--- src/rtl/layer1_frame_sched.sv ---
// ---------------------------------------------------------------------------
// layer1_frame_sched
//
// Purpose:
//   Frame scheduler for the layer-1 modulation paths. Each input frame starts
//   with one header beat that carries a magic byte, a payload beat count and a
//   2-bit modulation mode. A valid frame's payload is passed straight through
//   with zero latency to the path chosen by the mode. Malformed frames are
//   discarded and counted. Frames that are too short or too long are
//   forwarded up to the point where they go wrong and are then counted as
//   errors.
//
// Ports:
//   clk                  clock
//   reset                asynchronous reset, active low
//   cfg_enable           allows a new header to be accepted
//   s_axis_input_*       AXI-Stream input (64-bit header/payload beats)
//   m_axis_path_tvalid   one valid per modulation path
//   m_axis_path_tready   one ready per modulation path
//   m_axis_path_tdata    payload bus shared by all paths
//   m_axis_path_tlast    end of forwarded frame
//   busy                 high while a frame is being forwarded or dropped
//   cur_mode             path of the current frame, or of the last one
//   stat_frames          count of good frames (saturating)
//   stat_errs            count of errored frames (saturating)
// ---------------------------------------------------------------------------
module layer1_frame_sched #(
    parameter int NPATH = 4,
    parameter int LEN_W = 16
) (
    input  logic             clk,
    input  logic             reset,
    input  logic             cfg_enable,
    input  logic             s_axis_input_tvalid,
    output logic             s_axis_input_tready,
    input  logic [63:0]      s_axis_input_tdata,
    input  logic             s_axis_input_tlast,
    output logic [NPATH-1:0] m_axis_path_tvalid,
    input  logic [NPATH-1:0] m_axis_path_tready,
    output logic [63:0]      m_axis_path_tdata,
    output logic             m_axis_path_tlast,
    output logic             busy,
    output logic [1:0]       cur_mode,
    output logic [15:0]      stat_frames,
    output logic [15:0]      stat_errs
);

    typedef enum logic [1:0] {
        IDLE = 2'd0,
        DATA = 2'd1,
        DROP = 2'd2
    } state_t;

    localparam logic [7:0]       HDR_MAGIC = 8'hA5;
    localparam logic [LEN_W-1:0] LEN_ONE   = {{(LEN_W-1){1'b0}}, 1'b1};
    localparam logic [LEN_W-1:0] LEN_ZERO  = {LEN_W{1'b0}};

    state_t           state;
    state_t           state_next;
    logic [LEN_W-1:0] remaining;

    logic [7:0]       hdr_magic;
    logic [LEN_W-1:0] hdr_len;
    logic [1:0]       hdr_mode;
    logic             rem_is_one;
    logic             sel_ready;
    logic             xfer;

    logic             load_hdr;
    logic             dec_rem;
    logic             inc_frames;
    logic             inc_errs;

    assign hdr_magic  = s_axis_input_tdata[63:56];
    assign hdr_len    = s_axis_input_tdata[LEN_W+15:16];
    assign hdr_mode   = s_axis_input_tdata[1:0];
    assign rem_is_one = (remaining == LEN_ONE);
    assign xfer       = s_axis_input_tvalid && s_axis_input_tready;

    // Ready of the path selected by cur_mode. A mode with no matching path
    // (only possible when NPATH < 4) reads as not ready, so it stalls rather
    // than indexing past the end of the vector.
    always_comb begin
        sel_ready = 1'b0;
        for (int i = 0; i < NPATH; i++) begin
            if (cur_mode == 2'(i)) begin
                sel_ready = m_axis_path_tready[i];
            end
        end
    end

    // State register together with the frame bookkeeping it controls.
    always_ff @(posedge clk or negedge reset) begin
        if (!reset) begin
            state       <= IDLE;
            remaining   <= LEN_ZERO;
            cur_mode    <= 2'd0;
            stat_frames <= 16'd0;
            stat_errs   <= 16'd0;
        end else begin
            state <= state_next;
            if (load_hdr) begin
                remaining <= hdr_len;
                cur_mode  <= hdr_mode;
            end else if (dec_rem) begin
                remaining <= remaining - LEN_ONE;
            end
            if (inc_frames && (stat_frames != 16'hFFFF)) begin
                stat_frames <= stat_frames + 16'd1;
            end
            if (inc_errs && (stat_errs != 16'hFFFF)) begin
                stat_errs <= stat_errs + 16'd1;
            end
        end
    end

    // Next-state decode. Header classification happens only on an accepted
    // beat in IDLE. In DATA the payload length and the input tlast are checked
    // against each other on every transfer.
    always_comb begin
        state_next = state;
        load_hdr   = 1'b0;
        dec_rem    = 1'b0;
        inc_frames = 1'b0;
        inc_errs   = 1'b0;
        case (state)
            IDLE: begin
                if (xfer) begin
                    if (s_axis_input_tlast) begin
                        // A header that is also the last beat has no payload
                        // to drop, so we stay in IDLE.
                        inc_errs = 1'b1;
                    end else if ((hdr_magic == HDR_MAGIC) && (hdr_len != LEN_ZERO)) begin
                        load_hdr   = 1'b1;
                        state_next = DATA;
                    end else begin
                        inc_errs   = 1'b1;
                        state_next = DROP;
                    end
                end
            end
            DATA: begin
                if (xfer) begin
                    dec_rem = 1'b1;
                    if (s_axis_input_tlast) begin
                        if (rem_is_one) begin
                            inc_frames = 1'b1;
                        end else begin
                            inc_errs = 1'b1;
                        end
                        state_next = IDLE;
                    end else if (rem_is_one) begin
                        // Frame is longer than the header claimed. The extra
                        // beats are discarded up to the input tlast.
                        inc_errs   = 1'b1;
                        state_next = DROP;
                    end
                end
            end
            DROP: begin
                if (xfer && s_axis_input_tlast) begin
                    state_next = IDLE;
                end
            end
            default: begin
                state_next = IDLE;
            end
        endcase
    end

    // Output decode. The payload is forwarded combinationally, so the input
    // handshake and the selected path's handshake complete on the same edge.
    always_comb begin
        s_axis_input_tready = 1'b0;
        m_axis_path_tvalid  = '0;
        m_axis_path_tdata   = 64'd0;
        m_axis_path_tlast   = 1'b0;
        busy                = (state != IDLE);
        case (state)
            IDLE: begin
                s_axis_input_tready = cfg_enable;
            end
            DATA: begin
                s_axis_input_tready = sel_ready;
                for (int i = 0; i < NPATH; i++) begin
                    m_axis_path_tvalid[i] = s_axis_input_tvalid && (cur_mode == 2'(i));
                end
                m_axis_path_tdata = s_axis_input_tdata;
                m_axis_path_tlast = rem_is_one || s_axis_input_tlast;
            end
            DROP: begin
                s_axis_input_tready = 1'b1;
            end
            default: begin
                s_axis_input_tready = 1'b0;
            end
        endcase
    end

endmodule

--- config.mk ---
export PLATFORM = sky130hd
export DESIGN_NAME = layer1_frame_sched
export DESIGN_NICKNAME = d
export VERILOG_FILES = /design/src/rtl/layer1_frame_sched.sv
export SDC_FILE = /design/constraint.sdc
export NUM_CORES = 1
export LEC_CHECK = 0
export ABC_AREA = 1
export BUFFER_PORTS_ARGS = -buffer_cell sky130_fd_sc_hd__clkbuf_2
export CAP_MARGIN = 20
export CORE_ASPECT_RATIO = 1.75
export CORE_MARGIN = 1.5
export CORE_UTILIZATION = 44
export CTS_CLUSTER_SIZE = 16
export DETAILED_ROUTE_END_ITERATION = 7
export PLACE_DENSITY_LB_ADDON = 0.08
export SYNTH_ARGS = -nofsm -noshare
export SYNTH_HDL_FRONTEND = slang
export SYNTH_SLANG_ARGS = --single-unit
--- constraint.sdc ---
create_clock -name clk -period 2 [get_ports clk]
set_input_delay 0.3 -clock clk [delete_from_list [all_inputs] [get_ports clk]]
set_output_delay 0.3 -clock clk [all_outputs]
set_load 0.05 [all_outputs]
==> results of run 1 <==
worst max-delay path, stage by stage (launching register included):
cell,delay (ns)
dfrtp_1,0.40
inv_2,0.08
ha_4,0.11
nand2_1,0.05
nor2_1,0.09
nand2_1,0.07
nor2_2,0.13
inv_2,0.07
ha_4,0.26
nor2_2,0.04
nor2_1,0.12
nand2_2,0.10
nor2_8,0.13
buf_12,0.14
buf_16,0.13
nand3b_1,0.08
nand2_1,0.07
kinds of logic after synthesis:
family / count (synthesis) / share of synthesized area, %
AOI/OAI and AO/OA: 17 / 2.551
xor gates and xnor gates: 40 / 8.709
DFF: 52 / 32.35
and+or+nand+nor: 390 / 41.93
buffers and inverters: 125 / 12.60
adders and majority gates: 6 / 1.866
per-layer routing:
layer  share of wire, %  vias to the layer above
li1                   -                     2353
met1                 37                     2160
met2                 56                      201
met3                5.4                       19
met4                1.9                        0
met5                  0                        -
registers in the layout, indices dropped and copies added, names as in the netlist:
name,flops
state,2
cur_mode,2
stat_frames,16
stat_errs,16
remaining,16
synthesized netlist by cell type (all sizes together):
library cell / n / share of area (%)
ha: 6 / 1.9
dfrtp: 52 / 32
clkbuf: 8 / 0.75
nand4: 9 / 1.8
xor2: 19 / 4.1
and2: 2 / 0.34
a21oi: 6 / 0.75
nor3: 13 / 1.7
nand3b: 4 / 0.75
buf: 12 / 2.1
xnor2: 21 / 4.6
o21ai: 10 / 1.3
nand2: 147 / 14
nand3: 77 / 9.6
inv: 105 / 9.8
nor2: 138 / 14
o21bai: 1 / 0.47
repair_timing:
item | 4_1_cts | 5_1_grt
hold buffers | 1 | 0
pin swaps | 3 | 17
buffers inserted | 4 | 6
endpoints found under the hold margin | 16 | 0
cloned | 2 | 2
gates resized for setup | 57 | 92
endpoints found under the setup margin | 66 | 89
metrics by stage:
step / utilization (%) / std cells / instance area (sq um) / worst slack, ns / TNS [ns]
6_report: 68.33 / 968 / 6135 / -0.1280 / -1.830
5_1_grt: 68.33 / 968 / 6135 / -0.2649 / -4.593
4_1_cts: 65.29 / 960 / 5862 / -0.1100 / -1.725
3_5_place_dp: 60.72 / 945 / 5451 / -0.1159 / -1.615
2_1_floorplan: - / 630 / 4172 / -0.2152 / -0.4304
3_3_place_gp: 60.72 / 945 / 5451 / -0.03867 / -0.5762
how the worst max path moves through the flow:
stage	start	to	slack, ns	cells past startpoint
6_report	remaining[1]$_DFFE_PN0P_	stat_errs[0]$_DFFE_PN0P_	-0.13	16
5_1_grt	remaining[1]$_DFFE_PN0P_	stat_errs[4]$_DFFE_PN0P_	-0.26	16
4_1_cts	remaining[1]$_DFFE_PN0P_	stat_errs[2]$_DFFE_PN0P_	-0.11	16
3_5_place_dp	remaining[1]$_DFFE_PN0P_	stat_errs[11]$_DFFE_PN0P_	-0.12	15
3_3_place_gp	remaining[1]$_DFFE_PN0P_	stat_errs[4]$_DFFE_PN0P_	-0.04	15
2_1_floorplan	state[1]$_DFFE_PN0P_	m_axis_path_tvalid[0]	-0.22	5
cell usage in the layout, fill, tap and decap left out, types with 6 or more instances in the layout:
master / instances
a21oi_1: 6
buf_12: 7
buf_4: 69
buf_6: 10
clkbuf_16: 7
clkbuf_2: 125
clkbuf_4: 12
dfrtp_1: 48
inv_1: 98
nand2_1: 131
nand2_2: 12
nand3_1: 72
nand4_1: 8
nor2_1: 78
nor2_2: 54
nor3_1: 10
xnor2_1: 21
xor2_1: 19
final cells by class:
cell class / count / area [sq um]
Tap cell: 120 / 150.1
Multi-Input combinational cell: 454 / 2521
Inverter: 105 / 399.1
Sequential cell: 52 / 1306
Clock buffer: 6 / 128.9
Fill cell: 792 / 2844
Clock inverter: 2 / 35.03
Timing Repair Buffer: 229 / 1594
power by group through the flow:
stage	Combinational (uW)	Clock, uW	Sequential (uW)
2_1_floorplan	478	0	1350
3_3_place_gp	982	0	1190
3_5_place_dp	994	0	1190
4_1_cts	1100	1000	1170
5_1_grt	1250	1040	1180
6_report	1150	980	1170
==> results.sh, run 1 <==
export IMPL_outcome="finished, violations left"
export IMPL_violations="setup timing"
export IMPL_netlist_instances=630
export IMPL_powerDensity_mw_per_mm2=538.8
export IMPL_overflow=0
export IMPL_vias=4733
export IMPL_grt_use_met3_pct=3.421
export IMPL_htreeDepth=2
export IMPL_cts_tree="built"
export IMPL_met1_usage_pct=28.44
export IMPL_firstDrtPassIters=5
export IMPL_final_antenna_net_count=0
export IMPL_hold_viol_final=0
export IMPL_coreArea_sq_mm=0.008979
export IMPL_hold_ws_ns=0.2342
export IMPL_maxCapViolations=0
export IMPL_rsz0062_at_grt="yes"
export IMPL_antenna_found_initial=0
export IMPL_r2r_end="stat_errs[0]$_DFFE_PN0P_"
export IMPL_drc_errors=0
export IMPL_synth_warnings=0
export IMPL_avgSynthCellArea_sq_um=6.385
export IMPL_area_growth_pct=52.50
export IMPL_r2r_slack_ns=-0.13
export IMPL_grt_use_met2_pct=49.33
export IMPL_p_sw_uw=1162
export IMPL_hp_class="in2reg"
export IMPL_tightest_slew_ns=0.4458
export IMPL_syn_nets=709
export IMPL_synth_seq_area_share_pct=32.35
export IMPL_pwr_share_seq_pct=35.5
export IMPL_grt_pass1_wl_um=19950
export IMPL_power_uw=3305
export IMPL_start_util_pct=44.80
export IMPL_synth_area_sq_mm=0.004023
export IMPL_min_to="cur_mode[0]$_DFFE_PN0P_"
export IMPL_avgRoutedWirePerCell_um=13.50
export IMPL_timing_final_crit_period_ns=2.128
export IMPL_grt_usage_pct=26.00
export IMPL_clock_power_share_pct=29.6
export IMPL_power_leakage_uw=0.003418
export IMPL_routed_wl_um=13070
export IMPL_slew_headroom_pct=70.28
export IMPL_finalCritPeriodShare_pct=106.4
export IMPL_clock_path_buffers=2
export IMPL_clk_latency_ns=0.29
export IMPL_r2r_start="remaining[1]$_DFFE_PN0P_"
export IMPL_path_clk_slew_ns=0.07
export IMPL_cts_buffers=5
export IMPL_fin_nets=926
export IMPL_cp_max_fo=8
export IMPL_worst_setup_path_start_kind="flip-flop"
export IMPL_p_comb_share_pct=34.9
export IMPL_holdPathStages=3
export IMPL_cts_sinks=52
export IMPL_grt_pass1_vias=4500
export IMPL_skew_ns=0.004999
export IMPL_cp_end_kind="flip-flop"
export IMPL_diodes=0
export IMPL_finalWorstSetupSlack_ns=-0.1280
export IMPL_synth_seq_cells=52
export IMPL_crit_type="reg2reg"
export IMPL_arrival_ns=2.36
export IMPL_vias_per_cell=4.889
export IMPL_grt_max_degree=26
export IMPL_first_iter_violations=176
export IMPL_cts_root_buf="clkbuf_16"
export IMPL_worstHoldStart="s_axis_input_tdata[0]"
export IMPL_vdd_drop_max_mv=0.3860
export IMPL_fp_dieW_um=75.28
export IMPL_dieArea_sq_mm=0.009748
export IMPL_slew_viol_final=0
export IMPL_r2r_cells=16
export IMPL_fmaxAchievable_mhz=469.9
export IMPL_pin_count=178
export IMPL_row_count=46
export IMPL_die_h_um=129.5
export IMPL_p_int_uw=2143
export IMPL_detailed_place_hpwl_um=9563
export IMPL_swShare_pct=35.15
export IMPL_grt_busiest_layer="met2"
export IMPL_setup_violations=16
export IMPL_place_gp_congestion=0.9310
export IMPL_yosysUniqueCellTypes=28
export IMPL_worstPathRequired_ns=2.24
export IMPL_layout_drive_gt1_share_pct=39.98
export IMPL_portBuffers=177
(Power assumes the default switching activity.)
==> run 2: changes to the inputs <==
ABC_AREA = not set   (was 1)
CORE_ASPECT_RATIO = 0.6   (was 1.75)
CORE_UTILIZATION = 41   (was 44)
CTS_CLUSTER_DIAMETER = 60   (was not set)
==> run 2 against run 1 <==
Compared with the run above:
- the run still ends with setup timing left
- clock power is 1% higher
- utilization is 8.5 points higher
- critical path type unchanged
- critical path depth is 7 lower
- final area is 1.7% lower
- clock skew is 0.0013 ns lower
- clock-buffer cell count stayed put
==> results.sh, run 2 <==
export IMPL_yosysMostFrequentCell="and2_1"
export IMPL_final_antenna_net_count=0
export IMPL_finalWorstSetupSlack_ns=-1.175
export IMPL_yosysUniqueCellTypes=56
export IMPL_vias=3868
export IMPL_place_gp_congestion=0.8505
export IMPL_portBuffers=177
export IMPL_setup_violations=44
export IMPL_fp_dieW_um=119.1
export IMPL_hold_viol_final=0
export IMPL_worst_setup_path_start_kind="flip-flop"
export IMPL_crit_top_cell="or4_4"
export IMPL_hp_class="in2reg"
export IMPL_pin_count=178
export IMPL_rsz0062_at_grt="yes"
export IMPL_synth_seq_area_share_pct=39.22
export IMPL_crit_type="reg2reg"
export IMPL_avgSynthCellArea_sq_um=8.802
export IMPL_skew_ns=0.003657
export IMPL_outcome="finished, violations left"
export IMPL_critPathSlowestCell="or4_4"
export IMPL_slew_headroom_pct=30.70
export IMPL_synth_ff_type="dfrtp_1"
export IMPL_grt_pass1_vias=3358
export IMPL_clock_path_buffers=2
export IMPL_firstDrtPassIters=5
export IMPL_violations="setup timing"
export IMPL_finalCritPeriodShare_pct=158.7
export IMPL_hold_ws_ns=0.2250
export IMPL_place_ws_ns=-1.180
export IMPL_critPathLaunch="remaining[6]$_DFFE_PN0P_"
export IMPL_area_growth_pct=81.79
export IMPL_crit_path_max_incr_delay_ns=0.56
export IMPL_vias_per_cell=5.255
export IMPL_cp_top_family="simple AND/OR/NAND/NOR gates"
export IMPL_power_leakage_uw=0.002988
export IMPL_fin_tns_setup_ns=-37.47
export IMPL_synth_top_area_share_pct=39.22
export IMPL_syn_nets=456
export IMPL_grt_pass1_wl_um=16820
export IMPL_coreArea_sq_mm=0.007851
export IMPL_path_clk_slew_ns=0.07
export IMPL_r2r_start="remaining[6]$_DFFE_PN0P_"
export IMPL_synth_area_top_cells="dfrtp_1, and2_1, xnor2_1"
export IMPL_vdd_drop_max_mv=0.4361
export IMPL_cp_buffers_inverters=0
export IMPL_fin_nets=706
export IMPL_synth_seq_cells=52
export IMPL_htreeDepth=2
export IMPL_die_h_um=72.69
export IMPL_timing_final_crit_period_ns=3.175
export IMPL_synth_area_sq_mm=0.003318
export IMPL_worstPathCellList="or4_4, or4_4, or3_4, nand4bb_4, ha_4, a31o_4, o41a_1, nand4b_1, mux2_4"
export IMPL_routed_wl_um=12580
export IMPL_antenna_found_initial=0
export IMPL_start_util_pct=42.26
export IMPL_cts_root_buf="clkbuf_16"
export IMPL_synth_area_leader_cell="dfrtp_1"
export IMPL_layout_drive_gt1_share_pct=57.17
export IMPL_fmaxAchievable_mhz=315.0
export IMPL_mostFrequentLayoutCell="clkbuf_2"
export IMPL_synthArstFlopShare_pct=100.0
export IMPL_dieArea_sq_mm=0.008660
export IMPL_synth_edf_count=0
export IMPL_avgRoutedWirePerCell_um=17.09
export IMPL_cp_max_fo=3
export IMPL_synth_top_cells_by_count="and2_1, dfrtp_1, nand2_1"
export IMPL_grt_usage_pct=24.43
export IMPL_drc_errors=0
export IMPL_clk_latency_ns=0.29
export IMPL_overflow=0
export IMPL_grt_max_degree=65
export IMPL_cp_end_kind="flip-flop"
export IMPL_cts_tree="built"
export IMPL_synth_warnings=0
export IMPL_tightest_slew_ns=1.026
export IMPL_diodes=0
export IMPL_powerDensity_mw_per_mm2=477.6
export IMPL_netlist_instances=377
export IMPL_layout_common_cells="clkbuf_2, buf_4, dfrtp_1"
export IMPL_detailed_place_hpwl_um=8080
export IMPL_worstPathRequired_ns=2.18
export IMPL_reg_top3="remaining x16, stat_errs x16, stat_frames x16"
export IMPL_worstHoldStart="s_axis_input_tdata[0]"
export IMPL_maxCapViolations=0
export IMPL_arrival_ns=3.35
export IMPL_slew_viol_final=0
export IMPL_row_count=25
export IMPL_cts_sinks=52
export IMPL_cts_buffers=5
export IMPL_first_iter_violations=196
## run 2: changes by cell type after synthesis, sizes merged, moves of 4 or more
cell	delta
nor2	-114
nand2	-106
inv	-95
and2	+63
nand3	-60
buf	-12
xor2	-11
nor4	+8
clkbuf	+7
or3	+6
o211ai	+5
and3	+4
mux2	+4
nor2b	+4
## run 2: report_power, final
group | switching (uW) | total [uW] | internal (uW)
registers | 62.6 | 1180 | 1110
clock network | 397 | 993 | 596
logic | 439 | 713 | 274
total | 898 | 2880 | 1980
## run 2: per-layer routing
| layer | GRT usage [%] | wire length, um |
|---|---|---|
| met5 | 0 | 0 |
| met4 | 3.614 | 122 |
| met3 | 4.063 | 765 |
| met2 | 36.61 | 5868 |
| met1 | 37.70 | 5818 |
## run 2: cell families after synthesis
kind of cell	synth area share, %
AOI/OAI and AO/OA	8.635
xor gates and xnor gates	7.391
adders and majority gates	2.262
buffers and inverters	2.828
DFF	39.22
muxes	2.639
and+or+nand+nor	37.03
## run 2: metrics by stage
| stage | power (uW) | utilization, % | cell area (sq um) | instances |
|---|---|---|---|---|
| finish | 2881 | 76.83 | 6032 | 736 |
| global route | 2996 | 76.83 | 6032 | 736 |
| CTS | 2868 | 68.06 | 5344 | 725 |
| detailed placement | 1845 | 62.57 | 4912 | 712 |
| global placement | 1827 | 62.57 | 4912 | 712 |
| floorplan | 1557 | - | 3432 | 377 |
## run 2: worst paths after layout
| check | endpoint | slack (ns) | depth (start not counted) |
|---|---|---|---|
| min in group asynchronous | stat_frames[14]$_DFFE_PN0P_ | 0.45 | 2 |
| min | cur_mode[0]$_DFFE_PN0P_ | 0.22 | 3 |
| max in group asynchronous | remaining[13]$_DFFE_PN0P_ | 1.04 | 3 |
| max reg2reg | stat_errs[12]$_DFFE_PN0P_ | -1.17 | 9 |
| min reg2reg | stat_frames[6]$_DFFE_PN0P_ | 0.50 | 1 |
| max | stat_errs[12]$_DFFE_PN0P_ | -1.17 | 9 |
## run 2: timing repair
action / 4_1_cts / 5_1_grt
gates resized for setup: 55 / 245
cloned: 0 / 5
endpoints found under the setup margin: 109 / 110
setup buffers: 4 / 6
pin swaps: 26 / 38
hold buffers: 1 / 0
hold endpoints to repair: 12 / 0
## run 2: worst min-delay path, delay by kind of cell
family	cells	cell delay, ns
buffers and inverters	1	0.09
and+or+nand+nor	2	0.10
## run 2: cell type report
class                           instances  area (sq um)
Clock buffer                            6         128.9
Clock inverter                          2         38.79
Fill cell                             540          1819
Inverter                               10         37.54
Multi-Input combinational cell        300          2325
Sequential cell                        52          1306
Tap cell                              108         135.1
Timing Repair Buffer                  258          2061
==> run 3: changes to the inputs <==
CELL_PAD_IN_SITES_DETAIL_PLACEMENT = 1   (was not set)
CELL_PAD_IN_SITES_GLOBAL_PLACEMENT = 1   (was not set)
CORE_UTILIZATION = 29   (was 41)
SETUP_SLACK_MARGIN = 0.05   (was not set)
==> run 3 against run 2 <==
Compared with the run above:
- the flow still finishes with violations (setup timing)
- routed wire length rose by 25%
- clock skew is 0.0054 ns higher
- sequential share of layout area decreased by 1.7 points
- worst hold slack lost 0.014 ns
- maximum frequency is 3.5% lower
- critical path depth up 2
- die area increased by 40%
- sequential power barely moved
- utilization down 18 points
- critical path type unchanged
- largest cell class is now non-clock buffers
- highest routed layer unchanged
==> results.sh, run 3 (synthesis results as in run 2) <==
export IMPL_min_to="cur_mode[1]$_DFFE_PN0P_"
export IMPL_grt_usage_pct=22.85
export IMPL_cts_sinks=52
export IMPL_crit_type="reg2reg"
export IMPL_firstDrtPassIters=4
export IMPL_setup_violations=42
export IMPL_worstPathRequired_ns=2.18
export IMPL_grt_pass1_vias=4219
export IMPL_vias=3976
export IMPL_fin_util_pct=58.42
export IMPL_hold_viol_final=0
export IMPL_timing_final_crit_period_ns=3.290
export IMPL_arrival_ns=3.47
export IMPL_pin_count=178
export IMPL_row_count=30
export IMPL_first_iter_violations=116
export IMPL_worstPathCellList="or4_4, or4_4, or3_4, nand4bb_4, inv_2, ha_4, nand4_1, buf_4, nor4b_4, nand3_1, xnor2_1"
export IMPL_vias_per_cell=4.933
export IMPL_rsz0062_at_grt="yes"
export IMPL_diodes=0
export IMPL_dieArea_sq_mm=0.01211
export IMPL_powerDensity_mw_per_mm2=465.6
export IMPL_grt_max_degree=56
export IMPL_multi_input_area_sq_mm=0.002400
export IMPL_fin_nets=740
export IMPL_path_clk_slew_ns=0.08
export IMPL_layout_common_cells="clkbuf_2, buf_4, dfrtp_1"
export IMPL_cts_tree="built"
export IMPL_antenna_found_initial=0
export IMPL_reg_top3="remaining x16, stat_errs x16, stat_frames x16"
export IMPL_layout_drive_gt1_share_pct=61.03
export IMPL_vdd_drop_max_mv=0.3721
export IMPL_grt_pass1_wl_um=21730
export IMPL_clk_latency_ns=0.30
export IMPL_cp_buffers_inverters=2
export IMPL_r2r_end="stat_frames[15]$_DFFE_PN0P_"
export IMPL_avgRoutedWirePerCell_um=19.49
export IMPL_power_leakage_uw=0.003192
export IMPL_fmaxAchievable_mhz=303.9
export IMPL_die_h_um=85.86
export IMPL_hold_ws_ns=0.2108
export IMPL_r2r_start="remaining[8]$_DFFE_PN0P_"
export IMPL_worstHoldStart="s_axis_input_tdata[1]"
export IMPL_cp_max_fo=2
export IMPL_area_growth_pct=97.59
export IMPL_fin_cells=806
export IMPL_detailed_place_hpwl_um=10180
export IMPL_finalWorstSetupSlack_ns=-1.290
export IMPL_slew_viol_final=0
export IMPL_htreeDepth=2
export IMPL_portBuffers=177
export IMPL_coreArea_sq_mm=0.01122
export IMPL_final_antenna_net_count=0
export IMPL_mostFrequentLayoutCell="clkbuf_2"
export IMPL_fill_cells=1263
export IMPL_start_util_pct=29.57
export IMPL_maxCapViolations=0
export IMPL_crit_top_cell="or4_4"
export IMPL_r2r_cells=11
export IMPL_holdPathStages=3
export IMPL_tightest_slew_ns=0.5885
export IMPL_fp_dieW_um=141.1
export IMPL_cp_end_kind="flip-flop"
export IMPL_skew_ns=0.009050
export IMPL_drc_errors=0
export IMPL_fin_tns_setup_ns=-42.44
export IMPL_critPathSlowestCell="or4_4"
export IMPL_overflow=0
export IMPL_clock_path_buffers=2
export IMPL_place_gp_congestion=0.8129
export IMPL_cts_buffers=5
export IMPL_outcome="finished, violations left"
export IMPL_slew_headroom_pct=60.62
export IMPL_crit_path_max_incr_delay_ns=0.53
export IMPL_violations="setup timing"
export IMPL_cp_top_family="simple AND/OR/NAND/NOR gates"
export IMPL_r2r_slack_ns=-1.29
export IMPL_cts_root_buf="clkbuf_16"
export IMPL_routed_wl_um=15710
export IMPL_placed_cells=760
export IMPL_hp_class="in2reg"
export IMPL_finalCritPeriodShare_pct=164.5
export IMPL_regArea_sq_mm=0.001309
export IMPL_worst_setup_path_start_kind="flip-flop"
## run 3: worst max path at each step
stage	from	cells past startpoint	to
after global placement	remaining[9]$_DFFE_PN0P_	10	stat_errs[8]$_DFFE_PN0P_
after detailed placement	remaining[9]$_DFFE_PN0P_	10	stat_errs[8]$_DFFE_PN0P_
final	remaining[8]$_DFFE_PN0P_	11	stat_frames[15]$_DFFE_PN0P_
after CTS	remaining[8]$_DFFE_PN0P_	9	stat_errs[12]$_DFFE_PN0P_
after global routing	remaining[8]$_DFFE_PN0P_	11	stat_frames[15]$_DFFE_PN0P_
after floorplan	remaining[9]$_DFFE_PN0P_	10	stat_errs[12]$_DFFE_PN0P_
## run 3: final cells by class
cell class                      instances  share of cell area [%]
Timing Repair Buffer                  292                   37.33
Multi-Input combinational cell        300                   36.60
Sequential cell                        52                   19.96
Tap cell                              144                   2.748
Clock buffer                            7                   2.328
Inverter                               10                  0.5725
Clock inverter                          1                  0.4580
## run 3: worst reg2reg max path: stages (launching register included)
cell and delay, ns:
dfrtp_1 0.40, or4_4 0.53, or4_4 0.45, or3_4 0.35
nand4bb_4 0.24, inv_2 0.11, ha_4 0.14, nand4_1 0.19
buf_4 0.22, nor4b_4 0.26, nand3_1 0.13, xnor2_1 0.14
## run 3: metal layers
layer,global-route usage [%],up-vias,wire (um)
met5,0,-,0
met4,4.735,0,199
met3,6.365,18,914
met2,40.11,106,7866
met1,28.26,1962,6728
li1,-,1890,-
## run 3: repair_timing
item / in CTS / in global routing
hold buffers: 1 / 0
gates cloned: 0 / 4
setup endpoints to repair: 56 / 110
resized for setup: 105 / 128
pin swaps: 30 / 44
endpoints found under the hold margin: 10 / 0
buffers inserted: 19 / 17
## run 3: stage by stage
stage | setup slack (ns) | power, uW | area, sq um
after CTS | -1.167 | 3010 | 6062
after floorplan | -1.198 | 1557 | 3436
after global placement | -1.135 | 1867 | 5323
after detailed placement | -1.228 | 1889 | 5323
final | -1.290 | 3053 | 6556
after global routing | -1.414 | 3151 | 6556
## run 3: power breakdown
part	internal, uW	switching [uW]	total [uW]
logic	320	465	785
clock network	661	419	1080
registers	1110	74.9	1190
total	2090	959	3050
